<file path="src/rtl/en_burst_gen.sv">
// Enable-pulse burst generator: on an accepted start it issues burst_len single-cycle
// en pulses spaced period idle cycles apart, then strobes done for one cycle.
module en_burst_gen #(
    parameter int W = 8
) (
    input  logic         clk,
    input  logic         rst,
    input  logic         start,
    input  logic         stop,
    input  logic [W-1:0] period,
    input  logic [W-1:0] burst_len,
    output logic         en,
    output logic         busy,
    output logic         done,
    output logic [W-1:0] pulse_cnt
);

    typedef enum logic [1:0] {
        IDLE  = 2'd0,
        PULSE = 2'd1,
        WAIT  = 2'd2,
        DONE  = 2'd3
    } state_t;

    state_t       state, state_d;
    logic [W-1:0] period_q, period_d;
    logic [W-1:0] len_q, len_d;
    logic [W-1:0] cnt_d;
    logic [W-1:0] wait_cnt, wait_d;

    always_comb begin
        // NOTE: every signal gets a default first so no path leaves it unassigned (no latch).
        state_d  = state;
        period_d = period_q;
        len_d    = len_q;
        cnt_d    = pulse_cnt;
        wait_d   = wait_cnt;
        case (state)
            IDLE, DONE: begin
                state_d = IDLE;
                if (start && !stop) begin
                    period_d = period;
                    len_d    = burst_len;
                    cnt_d    = '0;
                    state_d  = (burst_len != '0) ? PULSE : DONE;
                end
            end
            PULSE: begin
                // The pulse in this cycle is counted even when it is being aborted.
                cnt_d = pulse_cnt + W'(1);
                if (stop)                  state_d = IDLE;
                else if (cnt_d == len_q)   state_d = DONE;
                else if (period_q == '0)   state_d = PULSE;
                else begin
                    wait_d  = period_q - W'(1);
                    state_d = WAIT;
                end
            end
            WAIT: begin
                if (stop)                  state_d = IDLE;
                else if (wait_cnt == '0)   state_d = PULSE;
                else                       wait_d  = wait_cnt - W'(1);
            end
            default: state_d = IDLE;
        endcase
    end

    always_ff @(posedge clk) begin
        // NOTE: non-blocking assignments so all registers update from pre-edge values.
        if (rst) begin
            state     <= IDLE;
            period_q  <= '0;
            len_q     <= '0;
            pulse_cnt <= '0;
            wait_cnt  <= '0;
        end else begin
            state     <= state_d;
            period_q  <= period_d;
            len_q     <= len_d;
            pulse_cnt <= cnt_d;
            wait_cnt  <= wait_d;
        end
    end

    assign en   = (state == PULSE);
    assign busy = (state == PULSE) || (state == WAIT);
    assign done = (state == DONE);

endmodule
</file>
<file path="config.mk">
export PLATFORM = sky130hd
export DESIGN_NAME = en_burst_gen
export DESIGN_NICKNAME = d
export VERILOG_FILES = /design/src/rtl/en_burst_gen.sv
export SDC_FILE = /design/constraint.sdc
export NUM_CORES = 1
export LEC_CHECK = 0
export CAP_MARGIN = 30
export CORE_ASPECT_RATIO = 0.9
export CORE_MARGIN = 2
export CORE_UTILIZATION = 49
export CTS_CLUSTER_DIAMETER = 200
export DETAILED_ROUTE_END_ITERATION = 8
export HOLD_SLACK_MARGIN = 0.03
export PLACE_DENSITY = 0.85
export REMOVE_ABC_BUFFERS = 1
export SLEW_MARGIN = 20
export SYNTH_ARGS = -nofsm -noshare
export SYNTH_HDL_FRONTEND = slang
export SYNTH_SLANG_ARGS = --single-unit
</file>
<file path="constraint.sdc">
create_clock -name clk -period 2.9 [get_ports clk]
set_input_delay 0.435 -clock clk [delete_from_list [all_inputs] [get_ports clk]]
set_output_delay 0.435 -clock clk [all_outputs]
set_load 0.05 [all_outputs]
</file>
== Word level (Yosys, flattened, before mapping) ==
Index checks and enable logic that the tools add are counted.

* Output and inout port bits: 11
* Register bits after elaboration: 34
* Bits in latches: 0
* Bits in read-only memories: 0
* Bits of input ports: 20
* Word-level logic and storage cells: 48
* Memories kept: 0
* Memory bits (writable): 0

* Eq/ne operators: 11
* Shift-type cells: 0
* Reduce and logical (&&, ||, !) cells: 13
* Bitwise gates (word level): 0
* Muxes and demuxes: 16
* $mul: 0
* Magnitude comparators: 0
* Add/subtract/negate cells: 3
* Divide/modulo/power cells: 0

{| class="wikitable"
|+ Operator list
! cell !! number
|-
| $mux 8 || 6
|-
| $pmux 8 s2 || 2
|-
| $logic_not 8->1 || 2
|-
| $sub 8x1->8 const B || 2
|-
| $mux 2 || 7
|-
| $ne 2x2->1 const B || 6
|-
| $add 8x1->8 const B || 1
|-
| $eq 8x8->1 || 1
|-
| $reduce_bool 8->1 || 1
|-
| $pmux 2 s3 || 1
|-
| $reduce_and 6->1 || 1
|-
| $eq 2x2->1 const B || 2
|-
| $reduce_and 2->1 || 2
|-
| $reduce_bool 2->1 || 2
|-
| $ne 3x3->1 const B || 1
|-
| $eq 2x1->1 const B || 1
|-
| $logic_not 2->1 || 1
|-
| $reduce_or 2->1 || 1
|-
| $logic_and 1x1->1 || 1
|-
| $logic_not 1->1 || 1
|-
| $logic_or 1x1->1 || 1
|}

== Depth between registers and ports, before layout ==
* Word-level depth: 5
* Gate-level depth with buffers: 12
* Depth with buffers taken out: 9

== Worst setup path after synthesis ==
No wires, ideal clock.

* Kind: reg-to-reg
* Start: register state[0]
* End: register wait_cnt[6]
* Arrival: 2.803 ns
* Buffers on the path: 3
* Setup time: 0.060 ns
* Clock period less this slack: 2.863 ns
* Stages on the path, launching flop included: 13
* Data required time: 2.840 ns
* Setup slack: 0.037 ns
* Cell sequence: dfxtp_1 -> inv_1 -> ha_1 -> buf_2 -> clkbuf_1 -> buf_1 -> mux2i_1 -> ha_1 -> o21ai_0 -> or2_2 -> a2111oi_0 -> o21a_1 -> a311o_1

* Longest elaborated chain between the ends: 3
* Elaborated cells between the ends (all ways): 10
* Those cells by class: eq/ne (7); mux (1); reduce/logical (2)

{| class="wikitable"
|+ RTL lines
! element !! RTL line !! source
|-
| from (decl) || 25 || <nowiki>state_t state, state_d;</nowiki>
|-
| from (signal assigned) || 77 || <nowiki>state <= state_d;</nowiki>
|-
| $eq 2x2->1 / $eq 2x1->1 (equally long branches) || 38 || <nowiki>case (state)</nowiki>
|-
| $ne 2x2->1 (no source line) / $reduce_bool 2->1 (equally long branches) || n/a ||
|-
| $reduce_and 6->1 (no source line) || n/a ||
|-
| to (signal assigned) || 81 || <nowiki>wait_cnt <= wait_d;</nowiki>
|-
| to (decl) || 29 || <nowiki>logic [W-1:0] wait_cnt, wait_d;</nowiki>
|}

Parallel ways exist; a longest one is shown, timed or not.
A chain may end at the register's enable or synchronous reset.

== Worst setup path in the final report ==
Ends and elaborated chain as after synthesis.

==> flow_metrics.env <==
export IMPL_status="completed"
export IMPL_avgSynthCellArea_um2=7.79
export IMPL_dieArea_um2=4950
export IMPL_slowest_delay_ns=0.49
export IMPL_syn_cell_area_um2=2160
export IMPL_slew_headroom_pct=53.8
export IMPL_synth_seq_cells=34
export IMPL_ant_nets=0
export IMPL_worstHoldStart="len_q[3]$_SDFFE_PP0P_"
export IMPL_cts_resized_gates=0
export IMPL_clkLatencyLatePin_ns=0.28
export IMPL_ir_worst_vdd_v=0.000346
export IMPL_hold_class="flip-flop to flip-flop"
export IMPL_synth_seq_area_share_pct=31.6
export IMPL_seq_power_share_pct=48.7
export IMPL_cp_top_family="compound AO/OA/AOI/OAI gates"
export IMPL_cts_htree_levels=2
export IMPL_wl_per_cell_um=14.7
export IMPL_setup_tns_final_ns=0
export IMPL_io_buffers=30
export IMPL_fmax_mhz=378
export IMPL_place_ws_ns=0.363
export IMPL_cts_setup_buffers=0
export IMPL_rsz0062_at_grt="false"
export IMPL_hold_viol_final=0
export IMPL_initial_core_util_pct=51.9
export IMPL_setup_slack_ns=0.255
export IMPL_clock_skew_ns=0.00873
export IMPL_cp_slowest_cell="a2111oi_0"
export IMPL_routabilityCongestion=0.886
export IMPL_required_ns=3.13
export IMPL_power_leakage_nw=0.919
export IMPL_clkTransAtPathRegs_ns=0.07
export IMPL_critical_path_startpoint_type="flip-flop"
export IMPL_critical_path_class="flip-flop to flip-flop"
export IMPL_root_buffer="clkbuf_8"
export IMPL_period_needed_ns=2.64
export IMPL_worst_pin_slew_ns=0.693
export IMPL_fill_cells=372
export IMPL_clockBufferDepth=2
export IMPL_cap_violations=0
export IMPL_ios=31
export IMPL_async_flop_share_pct=0
export IMPL_synth_ff_type="dfxtp_1"
export IMPL_synth_simple_area_share_pct=30.1
export IMPL_synth_top_family_by_area="simple AND/OR/NAND/NOR gates"
export IMPL_core_area_um2=4160
export IMPL_post_route_period_util_pct=91.2
export IMPL_drv_slew=0
export IMPL_synth_edf_count=0
export IMPL_grt_max_degree=27
export IMPL_die_h_um=66.9
export IMPL_numCtsBuffers=5
export IMPL_vias_per_cell=5.93
export IMPL_final_core_util_pct=62.6
export IMPL_drtIter0Drc=213
export IMPL_final_nets=332
export IMPL_yosysUniqueCellTypes=61
export IMPL_synth_xor_area_share_pct=4.41
export IMPL_cp_startpoint="state[0]$_SDFFE_PP0P_"
export IMPL_crit_arrival_ns=2.87
export IMPL_synth_compound_area_share_pct=24.5
export IMPL_cts_tree="done"
export IMPL_antenna_found_initial=0
export IMPL_synthesis_instances=277
export IMPL_cellPowerDensity_nw_per_um2=393
export IMPL_clock_sinks=34
export IMPL_wl_um=5420
export IMPL_setup_viol=0
export IMPL_critPathMaxFanout=26
export IMPL_track_usage_pct=23.8
export IMPL_fp_row_count=22
export IMPL_dp_final_hpwl_um=3890
export IMPL_grt_pass1_vias=1945
export IMPL_critical_path_n_buffers_inverters=3
export IMPL_drc=0
export IMPL_endpoint_kind="flip-flop"
export IMPL_r2r_start="state[0]$_SDFFE_PP0P_"
export IMPL_syn_to_final_growth_pct=20.7
export IMPL_swShare_pct=26.8
export IMPL_grt_pass1_wl_um=9160
export IMPL_drt_pass1_iter_count=8
export IMPL_yosys_warnings=0
export IMPL_die_x_um=73.9
export IMPL_diodes=0
export IMPL_synth_adder_area_share_pct=2.90
export IMPL_crit_top_cell="inv_1"
export IMPL_intPower_mw=0.749
export IMPL_combinationalPowerShare_pct=15.9
export IMPL_vias=2182
export IMPL_grt_overflow=0
export IMPL_cts_hold_buf=0
export IMPL_final_layout_size_suffix_gt1_share_pct=10.1
export IMPL_p_sw_mw=0.274
export IMPL_pwr_share_clk_pct=35.5
export IMPL_synthMuxAreaShare_pct=1.39
export IMPL_crit_chain="inv_1 > ha_1 > buf_4 > inv_1 > nor3_1 > o21ai_0 > or2_2 > a2111oi_0 > o21a_1 > a311o_1"
[routing by layer]
layer / vias to the layer above / global-route usage, % / share of wire [%]
met3: 8 / 2.87 / 6.9
met2: 88 / 37.7 / 46
met5: - / 0 / 0
met4: 0 / 6.59 / 1.1
li1: 1062 / - / -
met1: 1024 / 33.7 / 46
[worst paths after layout]
check	endpoint	slack, ns	cells past startpoint
hold reg to reg	len_q[3]$_SDFFE_PP0P_	0.47	2
hold / removal	len_q[3]$_SDFFE_PP0P_	0.47	2
setup / recovery	wait_cnt[6]$_SDFFE_PP0P_	0.26	10
setup reg to reg	wait_cnt[6]$_SDFFE_PP0P_	0.26	10
[area by class of cell]
cell class	instances	area, um2	share of cell area, %
multi-input combinational	220	1370	52.5
sequential	34	681	26.1
timing repair buffer	38	360	13.8
clock buffer	7	86.3	3.32
tap	60	75.1	2.88
inverter	8	30.0	1.15
clock inverter	1	5.00	0.192
[sequential cells by signal (all words and copies together) (netlist names)]
signal	cells
pulse_cnt	8
state	2
period_q	8
wait_cnt	8
len_q	8
[stage by stage]
| step | cells | cell area [um2] | power [mW] | hold WS [ns] |
|---|---|---|---|---|
| after global routing | 368 | 2600 | 1.06 | 0.513 |
| final | 368 | 2600 | 1.02 | 0.473 |
| after detailed placement | 360 | 2510 | 0.667 | 0.464 |
| after CTS | 368 | 2600 | 1.03 | 0.473 |
| after floorplan | 262 | 2080 | 0.600 | 0.442 |
| after global placement | 360 | 2510 | 0.664 | 0.457 |
[placed cells by master, fill, tap and decap left out, types with 3 or more instances in the layout]
cell type and count:
mux2i_1 3, a31oi_1 3, nand3_1 4, clkdlybuf4s50_1 30
a311o_1 3, xor2_1 4, nor2b_1 4, o21a_1 3
a21oi_1 34, clkbuf_8 6, nor3_1 15, o21ai_1 6
ha_1 5, a21o_1 5, buf_4 8, xnor2_1 5
dfxtp_1 34, nor2_1 19, nand2b_1 3, o21ai_0 7
inv_1 8, nor4_1 6, nand2_1 48
[worst reg2reg max path, cell delays in order (launching register included)]
cell	delay [ns]
dfxtp_1	0.36
inv_1	0.08
ha_1	0.24
buf_4	0.29
inv_1	0.16
nor3_1	0.16
o21ai_0	0.17
or2_2	0.34
a2111oi_0	0.49
o21a_1	0.20
a311o_1	0.10
[cells by family after synthesis]
kind of cell               after synthesis
buffers and inverters                   23
AOI/OAI and AO/OA                       80
muxes                                    3
and+or+nand+nor                        122
adders and majority gates                5
xor gates and xnor gates                10
DFF                                     34
[cells in the mapped netlist, types with 2 or more instances]
cell | n | area (um2)
nor3_1 | 15 | 75.1
a311o_1 | 3 | 30.0
dfxtp_1 | 34 | 681
xnor2_1 | 5 | 43.8
nor4_1 | 6 | 37.5
or4_4 | 2 | 22.5
or4_1 | 2 | 15.0
o21ai_0 | 7 | 35.0
nor2_1 | 19 | 71.3
buf_6 | 2 | 22.5
ha_1 | 5 | 62.6
o21ai_1 | 6 | 30.0
a31o_2 | 2 | 17.5
buf_4 | 2 | 15.0
o21a_1 | 3 | 22.5
mux2i_1 | 3 | 30.0
inv_1 | 8 | 30.0
nor2b_1 | 4 | 25.0
xor2_1 | 4 | 35.0
a21o_1 | 5 | 37.5
nand3_1 | 4 | 20.0
a2111oi_0 | 2 | 17.5
and2_1 | 2 | 12.5
clkbuf_1 | 8 | 30.0
a31oi_1 | 3 | 18.8
nand2b_1 | 3 | 18.8
a211oi_1 | 2 | 15.0
a21oi_1 | 34 | 170
nand2_1 | 48 | 180
or2_2 | 2 | 12.5
buf_1 | 2 | 7.51
[power groups by stage]
| stage | clock network [mW] | registers (mW) | logic (mW) |
|---|---|---|---|
| 3_5_place_dp | 0 | 0.507 | 0.160 |
| 6_report | 0.363 | 0.498 | 0.162 |
| 4_1_cts | 0.367 | 0.497 | 0.161 |
| 2_1_floorplan | 0 | 0.502 | 0.0978 |
| 5_1_grt | 0.385 | 0.499 | 0.179 |
| 3_3_place_gp | 0 | 0.506 | 0.157 |
(Power assumes the default switching activity.)
